===== src/rtl/rstseq_pkg.sv =====
// Shared types and defaults for the reset sequencer: FSM state encoding,
// default parameter values and the counter-width helper.
package rstseq_pkg;

  typedef enum logic [2:0] {
    S_HOLD     = 3'd0,
    S_WAIT_ACK = 3'd1,
    S_GAP      = 3'd2,
    S_DONE     = 3'd3,
    S_ERROR    = 3'd4,
    S_ASSERT   = 3'd5
  } state_t;

  localparam int DEF_NUM_DOMAINS = 4;
  localparam int DEF_HOLD_CYCLES = 8;
  localparam int DEF_STAGE_DELAY = 16;
  localparam int DEF_ACK_TIMEOUT = 1024;
  localparam int DEF_SYNC_STAGES = 2;

  // One spare bit above the largest terminal count so no counter can wrap.
  function automatic int cnt_width(input int a, input int b, input int c);
    int m;
    m = (a > b) ? a : b;
    m = (m > c) ? m : c;
    return $clog2(m) + 1;
  endfunction

endpackage


===== src/rtl/rstseq_sync.sv =====
// Multi-flop synchronizer for asynchronous level inputs, cleared by reset_n.
module rstseq_sync #(
  parameter int STAGES = 2,
  parameter int WIDTH  = 1
) (
  input  logic             clock,
  input  logic             reset_n,
  input  logic [WIDTH-1:0] d,
  output logic [WIDTH-1:0] q
);

  logic [WIDTH-1:0] chain [STAGES];

  always_ff @(posedge clock or negedge reset_n) begin
    if (!reset_n) begin
      for (int i = 0; i < STAGES; i++) chain[i] <= '0;
    end else begin
      chain[0] <= d;
      for (int i = 1; i < STAGES; i++) chain[i] <= chain[i-1];
    end
  end

  assign q = chain[STAGES-1];

endmodule


===== src/rtl/reset_sequencer.sv =====
// Releases NUM_DOMAINS reset domains one at a time with ack/timeout handshake.
// Optional macro RSTSEQ_REVERSE_ASSERT_EN: soft reset re-asserts domains highest-first.
//
// state    | meaning
// HOLD     | post-reset hold, counting HOLD_CYCLES before releasing domain 0
// WAIT_ACK | domain idx released, waiting for its ready (bounded by ACK_TIMEOUT)
// GAP      | ready seen, waiting STAGE_DELAY before the next release
// DONE     | every domain released and acknowledged
// ERROR    | domain idx failed to acknowledge in time
// ASSERT   | reverse-order re-assertion after soft reset (macro builds only)
module reset_sequencer
  import rstseq_pkg::*;
#(
  parameter int NUM_DOMAINS = DEF_NUM_DOMAINS,
  parameter int HOLD_CYCLES = DEF_HOLD_CYCLES,
  parameter int STAGE_DELAY = DEF_STAGE_DELAY,
  parameter int ACK_TIMEOUT = DEF_ACK_TIMEOUT,
  parameter int SYNC_STAGES = DEF_SYNC_STAGES
) (
  input  logic                           clock,
  input  logic                           reset_n,
  input  logic                           soft_rst_req,
  input  logic [NUM_DOMAINS-1:0]         domain_ready,
  output logic [NUM_DOMAINS-1:0]         domain_rst_n,
  output logic                           seq_done,
  output logic                           seq_error,
  output logic [$clog2(NUM_DOMAINS)-1:0] err_domain
);

  localparam int IW = $clog2(NUM_DOMAINS);
  localparam int CW = cnt_width(HOLD_CYCLES, STAGE_DELAY, ACK_TIMEOUT);

  logic [NUM_DOMAINS-1:0] ready_s;
  logic                   soft_s, soft_q, soft_edge;
  state_t                 state_q, state_d;
  logic [IW-1:0]          idx_q, idx_d;
  logic [CW-1:0]          cnt_q;
  logic                   cnt_clr, cnt_run, step;
  logic [NUM_DOMAINS-1:0] rel_q, rel_d;

  rstseq_sync #(.STAGES(SYNC_STAGES), .WIDTH(NUM_DOMAINS)) u_sync_ready (
    .clock   (clock),
    .reset_n (reset_n),
    .d       (domain_ready),
    .q       (ready_s)
  );

  rstseq_sync #(.STAGES(SYNC_STAGES), .WIDTH(1)) u_sync_soft (
    .clock   (clock),
    .reset_n (reset_n),
    .d       (soft_rst_req),
    .q       (soft_s)
  );

  assign soft_edge = soft_s & ~soft_q;
  assign cnt_run   = (state_q == S_HOLD) || (state_q == S_WAIT_ACK) ||
                     (state_q == S_GAP)  || (state_q == S_ASSERT);

  always_ff @(posedge clock or negedge reset_n) begin
    if (!reset_n) begin
      state_q <= S_HOLD;
      idx_q   <= '0;
      cnt_q   <= '0;
      rel_q   <= '0;
      soft_q  <= 1'b0;
    end else begin
      state_q <= state_d;
      idx_q   <= idx_d;
      rel_q   <= rel_d;
      soft_q  <= soft_s;
      if (cnt_clr)      cnt_q <= '0;
      else if (cnt_run) cnt_q <= cnt_q + 1'b1;
    end
  end

  always_comb begin
    state_d = state_q;
    idx_d   = idx_q;
    rel_d   = rel_q;
    step    = 1'b0;
    case (state_q)
      S_HOLD: begin
        if (cnt_q == CW'(HOLD_CYCLES - 1)) begin
          rel_d[0] = 1'b1;
          idx_d    = '0;
          state_d  = S_WAIT_ACK;
        end
      end
      S_WAIT_ACK: begin
        // ready is tested first so an ack on the expiry cycle still wins
        if (ready_s[idx_q])                     state_d = S_GAP;
        else if (cnt_q == CW'(ACK_TIMEOUT - 1)) state_d = S_ERROR;
      end
      S_GAP: begin
        if (cnt_q == CW'(STAGE_DELAY - 1)) begin
          if (idx_q == IW'(NUM_DOMAINS - 1)) begin
            state_d = S_DONE;
          end else begin
            idx_d                 = idx_q + 1'b1;
            rel_d[idx_q + 1'b1]   = 1'b1;
            state_d               = S_WAIT_ACK;
          end
        end
      end
      S_DONE, S_ERROR: begin
        if (soft_edge) begin
`ifdef RSTSEQ_REVERSE_ASSERT_EN
          idx_d                  = IW'(NUM_DOMAINS - 1);
          rel_d[NUM_DOMAINS - 1] = 1'b0;
          state_d                = S_ASSERT;
`else
          rel_d   = '0;
          state_d = S_HOLD;
`endif
        end
      end
      S_ASSERT: begin
`ifdef RSTSEQ_REVERSE_ASSERT_EN
        if (cnt_q == CW'(STAGE_DELAY - 1)) begin
          if (idx_q == '0) begin
            state_d = S_HOLD;
          end else begin
            idx_d               = idx_q - 1'b1;
            rel_d[idx_q - 1'b1] = 1'b0;
            step                = 1'b1;
          end
        end
`else
        rel_d   = '0;
        state_d = S_HOLD;
`endif
      end
      default: begin
        rel_d   = '0;
        state_d = S_HOLD;
      end
    endcase
  end

  assign cnt_clr = (state_d != state_q) || step;

  always_comb begin
    seq_done   = (state_q == S_DONE);
    seq_error  = (state_q == S_ERROR);
    err_domain = (state_q == S_ERROR) ? idx_q : '0;
  end

  assign domain_rst_n = rel_q;

endmodule


===== config.mk =====
export PLATFORM = sky130hd
export DESIGN_NAME = reset_sequencer
export DESIGN_NICKNAME = d
export VERILOG_FILES = /design/src/rtl/rstseq_pkg.sv /design/src/rtl/rstseq_sync.sv /design/src/rtl/reset_sequencer.sv
export SDC_FILE = /design/constraint.sdc
export NUM_CORES = 1
export LEC_CHECK = 0
export CAP_MARGIN = 20
export CORE_ASPECT_RATIO = 1.25
export CORE_MARGIN = 5
export CORE_UTILIZATION = 50
export CTS_CLUSTER_SIZE = 24
export DETAILED_ROUTE_END_ITERATION = 7
export GPL_ROUTABILITY_DRIVEN = 0
export GPL_TIMING_DRIVEN = 0
export MAX_ROUTING_LAYER = met4
export PLACE_DENSITY_LB_ADDON = 0.08
export SYNTH_ARGS = -nofsm -noshare
export SYNTH_HDL_FRONTEND = slang
export SYNTH_SLANG_ARGS = --single-unit

===== constraint.sdc =====
create_clock -name clock -period 2.35 [get_ports clock]
set_input_delay 0.47 -clock clock [delete_from_list [all_inputs] [get_ports clock]]
set_output_delay 0.47 -clock clock [all_outputs]
set_load 0.005 [all_outputs]

# Word-level counts from Yosys, hierarchy flattened

Index checks and enable logic that the tools add are counted.

Add/subtract/negate cells: 2
$lt $le $gt $ge: 3
Eq/ne operators: 14
Multiplexer cells: 24
Bitwise logic cells: 5
Reduce and logical (&&, ||, !) cells: 12

Operator list:

| operator              | number |
|---|---|
| $mux 11               | 2 |
| $mux 3                | 5 |
| $mux 4                | 3 |
| $pmux 3 s4            | 1 |
| $add 11x1->11 const B | 1 |
| $eq 11x10->1 const B  | 1 |
| $eq 11x3->1 const B   | 1 |
| $eq 11x4->1 const B   | 1 |
| $mux 2                | 5 |
| $pmux 3 s3            | 1 |
| $reduce_and 4->1      | 2 |
| $eq 3x2->1 const B    | 2 |
| $eq 3x3->1 const B    | 2 |
| $lt 2x3->1 const B    | 2 |
| $reduce_and 5->1      | 1 |
| $ne 2x1->1 const B    | 2 |
| $ne 2x2->1 const B    | 2 |
| $or 4x4->4            | 1 |
| $pmux 1 s4            | 1 |
| $pmux 2 s2            | 1 |
| $reduce_bool 2->1     | 2 |
| $reduce_or 2->1       | 2 |
| $eq 3x1->1 const B    | 1 |
| $logic_not 3->1       | 1 |
| other kinds (11)      | 17 |

Register bits: 31
Input bits: 7
Output and inout bits: 8

# Depth between registers and ports, before layout

Gate-level depths: netlist of run 1.

Word-level depth: 9
Depth in mapped cells: 7
Gate-level depth less buffers: 6

# By module

A second synthesis of run 1 with hierarchy kept.

Cells, all modules: 155
Area total of the unflattened synthesis: 1621.6 um^2

By module, submodules not included:

| module                     | instances | cells an instance | area each (um^2) |
|---|---|---|---|
| reset_sequencer            | 1         | 141               | 1341.3 |
| rstseq_sync (u_sync_ready) | 1         | 12                | 230.2 |
| rstseq_sync (u_sync_soft)  | 1         | 2                 | 50.0 |

# Worst setup path after synthesis of run 1

No wires, ideal clock.

Path kind: register to register
From: register idx_q[0]
To: register cnt_q[0]
Arrival: 1.847 ns
Required time: 2.231 ns
Setup slack: 0.384 ns
Cell stages (with the launch flop): 7
Buffers on the path: 1
Cell sequence: dfrtp_1 > mux4_2 > a41o_1 > o2111ai_2 > mux2i_1 > buf_6 > nor2_2

Cells in the longest elaborated chain, start to end: 6
Elaborated cells on any way between the ends: 10

RTL lines:

| item                                         | line                   | source |
|---|---|---|
| start: declaration                           | reset_sequencer.sv:36  | `logic [IW-1:0] idx_q, idx_d;` |
| start signal: assignment                     | reset_sequencer.sv:68  | `idx_q <= idx_d;` |
| $bmux 1 s2 (*)                               | reset_sequencer.sv:91  | `if (ready_s[idx_q]) state_d = S_GAP;` |
| $mux 1 (implied by the code) (*)             | reset_sequencer.sv:91  |  |
| $mux 3 (*)                                   | reset_sequencer.sv:91  |  |
| $pmux 3 s4 (*)                               | reset_sequencer.sv:81  | `case (state_q)` |
| net state_d[0]                               | reset_sequencer.sv:35  | `state_t state_q, state_d;` |
| $ne 3x3->1 (*)                               | reset_sequencer.sv:140 | `assign cnt_clr = (state_d != state_q) \|\| step;` |
| $mux 11 or $reduce_bool 2->1 (tied branches) | -                      |  |
| end signal: assignment                       | reset_sequencer.sv:72  | `else if (cnt_run) cnt_q <= cnt_q + 1'b1;` |
| end: declaration                             | reset_sequencer.sv:37  | `logic [CW-1:0] cnt_q;` |

The timed path passes the listed nets; every way through them passes the cells marked *. The select of a mux whose other input is x is not followed.
A chain may end at the register's enable or synchronous reset.

# Worst setup path in the final report of run 1

From: register state_q[2]
To: output port seq_done

Cells in the longest elaborated chain, start to end: 1

RTL lines:

| item                     | line                   | source |
|---|---|---|
| start: declaration       | reset_sequencer.sv:35  |  |
| start signal: assignment | reset_sequencer.sv:67  | `state_q <= state_d;` |
| $eq 3x2->1               | reset_sequencer.sv:143 | `seq_done = (state_q == S_DONE);` |
| end: declaration         | reset_sequencer.sv:25  | `output logic seq_done,` |

No other way between the ends.

==> run_results.csv, run 1 <==
group,metric,value,unit
status,status,"finished clean",
clocking,htree_num_levels,2,
power,sequentialPowerShare,44.1,%
power,irDropWorstVdd,0.539,mV
sta,final_max_slew_viol_count,0,
synth,ff_latch_count_synth,31,
global_route,gr-usage-all-layers,14.3,%
route,drtAntennaViolNets,0,
synth,synthesis.nets,141,
placement,hpwlAfterDp,1.87,mm
floorplan,core_area,2860,um2
sta,post-route-worst-setup-slack,0.134,ns
final_layout,total_number_of_nets_in_the_final_design,163,
synth,number_of_distinct_library_cells_after_synthesis,38,
power,switching_share,38.0,%
sta,final.setup.tns,0,ns
synth,yosysWarnings,0,
clocking,cts_max_path_buffers,2,
sta,setup-violations-final,0,
global_route,gr-total-overflow,0,
final_layout,drive_above_1_share,17.2,%
sta,hold_viol,0,
synth,asyncSetResetFlopFracSynth,100,%
power,power.net_switching,623,uW
clocking,clk-insertion-delay-late,0.34,ns
global_route,first_global_vias,947,
sta,fin_skew,0.00947,ns
synth,synth.cell_area,1460,um2
sta,post-route-period-util,94.3,%
clocking,clock_tree_from_tritoncts,"done",
floorplan,die_y,70.4,um
power,share_clk_of_total_power,19.8,%
synth,dominantRegCellSynth,"sky130_fd_sc_hd__dfrtp_1",
synth,syn-instance-count,128,
sta,fmax,0.451,GHz
placement,port_buffers,14,
clocking,clkSinkCount,31,
sta,final.min_clock_period,2.22,ns
placement,pre_cts_slack,0.153,ns
power,powerDensity,943,nW/um2
floorplan,rows,22,
route,detailedRoute.firstPassIterationCount,4,
floorplan,chipWidth,58.3,um
global_route,grt_antenna_before_repair,0,
worst_setup_path,worstSetupPathType,"flop to output pin",
floorplan,floorplan.die_area,4100,um2
clocking,hold_buffers,0,
route,vias_per_cell,5.41,
route,drt-total-wl,2.59,mm
power,power.share.combinational,36.1,%
final_layout,layout.cells.non_filler,187,
sta,maxSlewHeadroom,51.3,%
global_route,grt_pass1_wl,4.27,mm
synth,synth.yosys.seq_area_share,53.2,%
worst_setup_path,critical_path.startpoint_type,"flop",
clocking,clock-root-buffer,"sky130_fd_sc_hd__clkbuf_4",
clocking,clkTransAtPathRegs,0.11,ns
final_layout,layout-area-overhead-vs-synth,19.0,%
min_path,hp-class,"flop to flop",
placement,dpl_cell_area,1670,um2
sta,max_slew.worst_pin.slew,0.710,ns
worst_setup_path,critical_path.max_fanout,7,
floorplan,boundaryPins,15,
route,detail_route.wl_per_cell,13.9,um
clocking,cts_made_buffers,5,
route,drt_first_iter_violations,17,
floorplan,initial_cell_density_of_the_core,51.0,%
power,p_leak,0.762,nW
route,drc_errors,0,
worst_setup_path,cp-end-kind,"output pin",
clocking,post_cts_setup_inserts,0,
worst_setup_path,arrival_time_at_the_worst_endpoint,1.75,ns
global_route,grt_max_degree,21,
sta,unrepaired_setup_endpoints_after_global_routing,"no",
final_layout,design_area,1740,um2
flow_run,timing.max_cap.violations,0,
final_layout,diodes,0,
power,internal_power,1.01,mW
worst_setup_path,required,1.88,ns
route,vias,1011,
synth,synthesis.area_per_instance,11.4,um2
placement,dp_cells,179,
synth,synth_edf_count,0,
==> sequential cells by signal (all words and copies together), names as in the netlist <==
name and count:
state_q 3, u_sync_soft.q 1, u_sync_ready.q 4, soft_q 1, idx_q 2, u_sync_ready.chain 4
domain_rst_n 4, cnt_q 11, u_sync_soft.chain 1
==> Yosys cell counts (all sizes together) (2+ instances only) <==
cell / count / area share [%]
mux2i: 4 / 2.7
xor2: 7 / 4.2
xnor2: 3 / 1.8
nor3: 5 / 1.7
nor2: 17 / 6.4
o31ai: 3 / 1.5
dfrtp: 31 / 53
inv: 2 / 0.51
nand4: 4 / 1.7
and2b: 2 / 1.1
nand2: 11 / 2.8
ha: 6 / 5.1
and3: 3 / 1.3
nand3: 5 / 1.7
a22o: 3 / 1.8
o21ai: 3 / 1.0
==> per-stage QoR <==
step / power (mW) / hold WS, ns / utilization [%]
2_1_floorplan: 1.16 / 0.174 / -
3_3_place_gp: 1.31 / 0.334 / 57.4
3_5_place_dp: 1.33 / 0.336 / 58.4
4_1_cts: 1.65 / 0.362 / 60.6
5_1_grt: 1.75 / 0.374 / 60.6
6_report: 1.64 / 0.358 / 60.6
==> final timing paths <==
kind | startpoint | end | slack [ns] | cells past startpoint
max | state_q[2] | seq_done | 0.13 | 3
min | u_sync_ready.chain[4] | u_sync_ready.q[0] | 0.36 | 0
max reg2reg | idx_q[0] | cnt_q[6] | 0.17 | 6
min reg2reg | u_sync_ready.chain[4] | u_sync_ready.q[0] | 0.36 | 0
max in group asynchronous | reset_n | cnt_q[7] | 1.29 | 2
min in group asynchronous | reset_n | domain_rst_n[1] | 0.53 | 1
==> metal layers <==
metal | GRT usage (%) | part of all wire [%] | up-vias
li1 | - | - | 498
met1 | 16.4 | 43 | 482
met2 | 21.2 | 48 | 24
met3 | 5.55 | 6.0 | 7
met4 | 7.22 | 2.3 | 0
met5 | - | 0 | -
==> what timing repair did <==
action	4_1_cts	5_1_grt
endpoints found under the hold margin	0	0
setup endpoints to repair	0	1
resized for setup	0	2
==> power groups by stage <==
stage | Combinational (mW) | Clock, mW | Sequential [mW]
finish | 0.591 | 0.324 | 0.722
global route | 0.657 | 0.361 | 0.736
CTS | 0.599 | 0.333 | 0.722
detailed placement | 0.595 | 0 | 0.733
global placement | 0.581 | 0 | 0.729
floorplan | 0.444 | 0 | 0.713
==> cells in the final DEF, fill, tap and decap left out, drive strengths merged, types with 2 or more instances in the layout <==
cell / count
xnor2: 3
nand3: 5
nand4: 4
inv: 2
and3: 3
nor3: 5
clkdlybuf4s50: 14
clkbuf: 6
dfrtp: 31
o31ai: 3
xor2: 7
a22o: 3
mux2i: 4
ha: 6
nand2: 11
buf: 2
nor2: 17
and2b: 2
o21ai: 3
clkinv: 2
==> final cells by class <==
| type | count | area, um2 |
|---|---|---|
| Clock buffer | 5 | 37.5 |
| Tap cell | 36 | 45.0 |
| Inverter | 2 | 7.51 |
| Fill cell | 258 | 1130 |
| Clock inverter | 3 | 25.0 |
| Sequential cell | 31 | 776 |
| Timing Repair Buffer | 15 | 168 |
| Buffer | 2 | 16.3 |
| Multi-Input combinational cell | 93 | 661 |
==> logic make-up after synthesis <==
kind of cell / synth area share, %
flip-flops: 53.2
multiplexers: 4.29
buffers and inverters: 1.54
XOR/XNOR: 6.00
AO/OA/AOI/OAI: 7.38
adder cells (fa/ha/maj): 5.15
AND/OR/NAND/NOR: 22.5
==> critical path, cell delays in order (launching register included) <==
cell and delay [ns]:
sky130_fd_sc_hd__dfrtp_1 0.46, sky130_fd_sc_hd__and2b_1 0.31, sky130_fd_sc_hd__and2_1 0.14, sky130_fd_sc_hd__clkdlybuf4s50_1 0.49
Note: power is estimated with default switching activity, not from simulation.
==> run 2, diff against run 1 <==
Settings changed: ABC_CLOCK_PERIOD_IN_PS set to 2350, CORE_ASPECT_RATIO 1.25 to 0.5, HOLD_SLACK_MARGIN set to 0.08.
==> run 2 against run 1 <==
  * Critical endpoint is now cnt_q[1]
  * Clock power grew 66%
  * Sequential share of layout area decreased by 1.4 points
  * Largest power group unchanged
  * Register-to-register slack lost 0.06 ns
  * Critical path depth rose by 3
  * Combinational power increased by 0.7%
  * Cell count up 0.53%
  * Sequential power about the same
  * Final area up 3.2%
  * Via count is 1.6% lower
  * Power increased by 14%
  * Core utilization rose by 6.1 points
  * Die area is 1.4% higher
  * Largest cell class unchanged
==> run_results.csv, run 2 (synthesis results as in run 1) <==
group,metric,value,unit
clocking,cts_max_path_buffers,2,
floorplan,floorplan.die_area,4160,um2
worst_setup_path,arrival_time_at_the_worst_endpoint,2.41,ns
clocking,clkSinkCount,31,
global_route,use_met2,22.3,%
worst_setup_path,critical_path.startpoint_type,"flop",
global_route,first_global_vias,922,
power,powerDensity,1040,nW/um2
sta,final_max_slew_viol_count,0,
global_route,grt_pass1_wl,4.46,mm
sta,unrepaired_setup_endpoints_after_global_routing,"no",
route,drt_first_iter_violations,60,
route,detail_route.wl_per_cell,13.9,um
sta,hold-worst-slack,0.348,ns
sta,fmax,0.447,GHz
clocking,clock-root-buffer,"sky130_fd_sc_hd__clkbuf_8",
power,internal_power,1.24,mW
global_route,gr-total-overflow,0,
worst_setup_path,worstSetupPathType,"flop to flop",
clocking,post_cts_setup_inserts,0,
clocking,cts_made_buffers,5,
route,drtAntennaViolNets,0,
power,power.share.combinational,32.0,%
worst_setup_path,critical-path-max-stage-delay,0.60,ns
final_layout,layout.cells.most_common,"sky130_fd_sc_hd__dfrtp_1",
final_layout,mostFrequentLayoutCells,"sky130_fd_sc_hd__dfrtp_1 (31), sky130_fd_sc_hd__clkdlybuf4s50_1 (14), sky130_fd_sc_hd__nand2_1 (11)",
clocking,clock_tree_from_tritoncts,"done",
worst_setup_path,critical_path.max_fanout,10,
route,drt-total-wl,2.61,mm
sta,post-route-worst-setup-slack,0.111,ns
global_route,grt_antenna_before_repair,0,
worst_setup_path,cp-end-kind,"flop",
placement,pre_cts_slack,0.119,ns
placement,port_buffers,14,
power,irDropWorstVdd,0.639,mV
final_layout,layout-area-overhead-vs-synth,22.7,%
sta,post-route-period-util,95.3,%
power,power.net_switching,622,uW
worst_setup_path,worst_path_dominant_cell_family,"multiplexers",
final_layout,total_number_of_nets_in_the_final_design,163,
final_layout,diodes,0,
final_layout,num-fill-cells,219,
floorplan,chipWidth,86.4,um
route,vias,995,
final_layout,design_area,1790,um2
sta,max_slew.worst_pin.slew,0.691,ns
sta,final.min_clock_period,2.24,ns
clocking,clk-insertion-delay-late,0.28,ns
route,drc_errors,0,
floorplan,boundaryPins,15,
final_layout,largest_register_ff_count,11,
floorplan,rows,13,
status,status,"finished clean",
power,p_leak,0.789,nW
worst_setup_path,required,2.52,ns
clocking,htree_num_levels,2,
route,vias_per_cell,5.29,
global_route,grt_util_met1,19.8,%
min_path,hp-class,"flop to flop",
final_layout,drive_above_1_share,16.6,%
clocking,post_cts.resized_instances,0,
global_route,gr-usage-met3,6.07,%
sta,maxSlewHeadroom,52.6,%
worst_setup_path,path_buf_inv,1,
power,sequentialPowerShare,39.0,%
global_route,busiest_layer,"met2",
final_layout,largest_register,"cnt_q",
clocking,clkTransAtPathRegs,0.06,ns
floorplan,die_y,48.2,um
placement,hpwlAfterDp,1.92,mm
placement,dpl_cell_area,1670,um2
route,detailedRoute.firstPassIterationCount,4,
floorplan,initial_cell_density_of_the_core,54.4,%
flow_run,timing.max_cap.violations,0,
floorplan,core_area,2680,um2
sta,setup-violations-final,0,
global_route,grt_max_degree,21,
worst_setup_path,crit_chain,"mux4_2, a41o_1, o2111ai_2, mux2i_1, buf_6, nor2_2",
power,total_power,1.86,mW
sta,final.setup.tns,0,ns
sta,hold_viol,0,
power,switching_share,33.5,%
global_route,gr-usage-all-layers,15.3,%
clocking,hold_buffers,0,
power,share_clk_of_total_power,28.9,%
worst_setup_path,crit_path_top_delay_cell,"sky130_fd_sc_hd__mux4_2",
sta,fin_skew,0.00648,ns
-- run 2: changes by cell type in the layout (fill, tap and decap cells not counted), sizes merged --
cell	delta
clkinvlp	-1
clkbuf	+1
bufinv	+1
clkinv	-1
-- run 2: area by class of cell --
cell class	instances	area, um2	area share, %
inverters	2	7.51	0.419
repair buffers	15	168	9.36
multi-input cells	93	661	36.9
well taps	37	46.3	2.59
flip-flops and latches	31	776	43.3
plain buffers	2	15.0	0.839
clock inverters	2	35.0	1.96
clock buffers	6	82.6	4.61
-- run 2: worst paths after layout --
kind,startpoint,slack [ns],end,depth (start not counted)
min in group asynchronous,reset_n,0.57,cnt_q[4],1
hold / removal,u_sync_ready.chain[5],0.35,u_sync_ready.q[1],0
hold reg to reg,u_sync_ready.chain[5],0.35,u_sync_ready.q[1],0
setup / recovery,idx_q[0],0.11,cnt_q[1],6
setup reg to reg,idx_q[0],0.11,cnt_q[1],6
max in group asynchronous,reset_n,1.27,u_sync_ready.q[3],2
-- run 2: routing by layer --
metal / vias up / part of all wire (%)
li1: 498 / -
met1: 475 / 51
met2: 18 / 42
met3: 4 / 6.1
met4: 0 / 1.0
met5: - / 0
-- run 2: through the flow --
stage / cells / util, %
CTS: 188 / 66.7
global placement: 179 / 61.3
floorplan: 128 / -
detailed placement: 180 / 62.3
finish: 188 / 66.7
global route: 188 / 66.7
-- run 2: power by group through the flow --
stage	combinational [mW]	sequential [mW]	clock, mW
floorplan	0.444	0.713	0
global placement	0.582	0.732	0
detailed placement	0.597	0.735	0
CTS	0.601	0.726	0.546
global route	0.660	0.742	0.580
finish	0.595	0.725	0.537
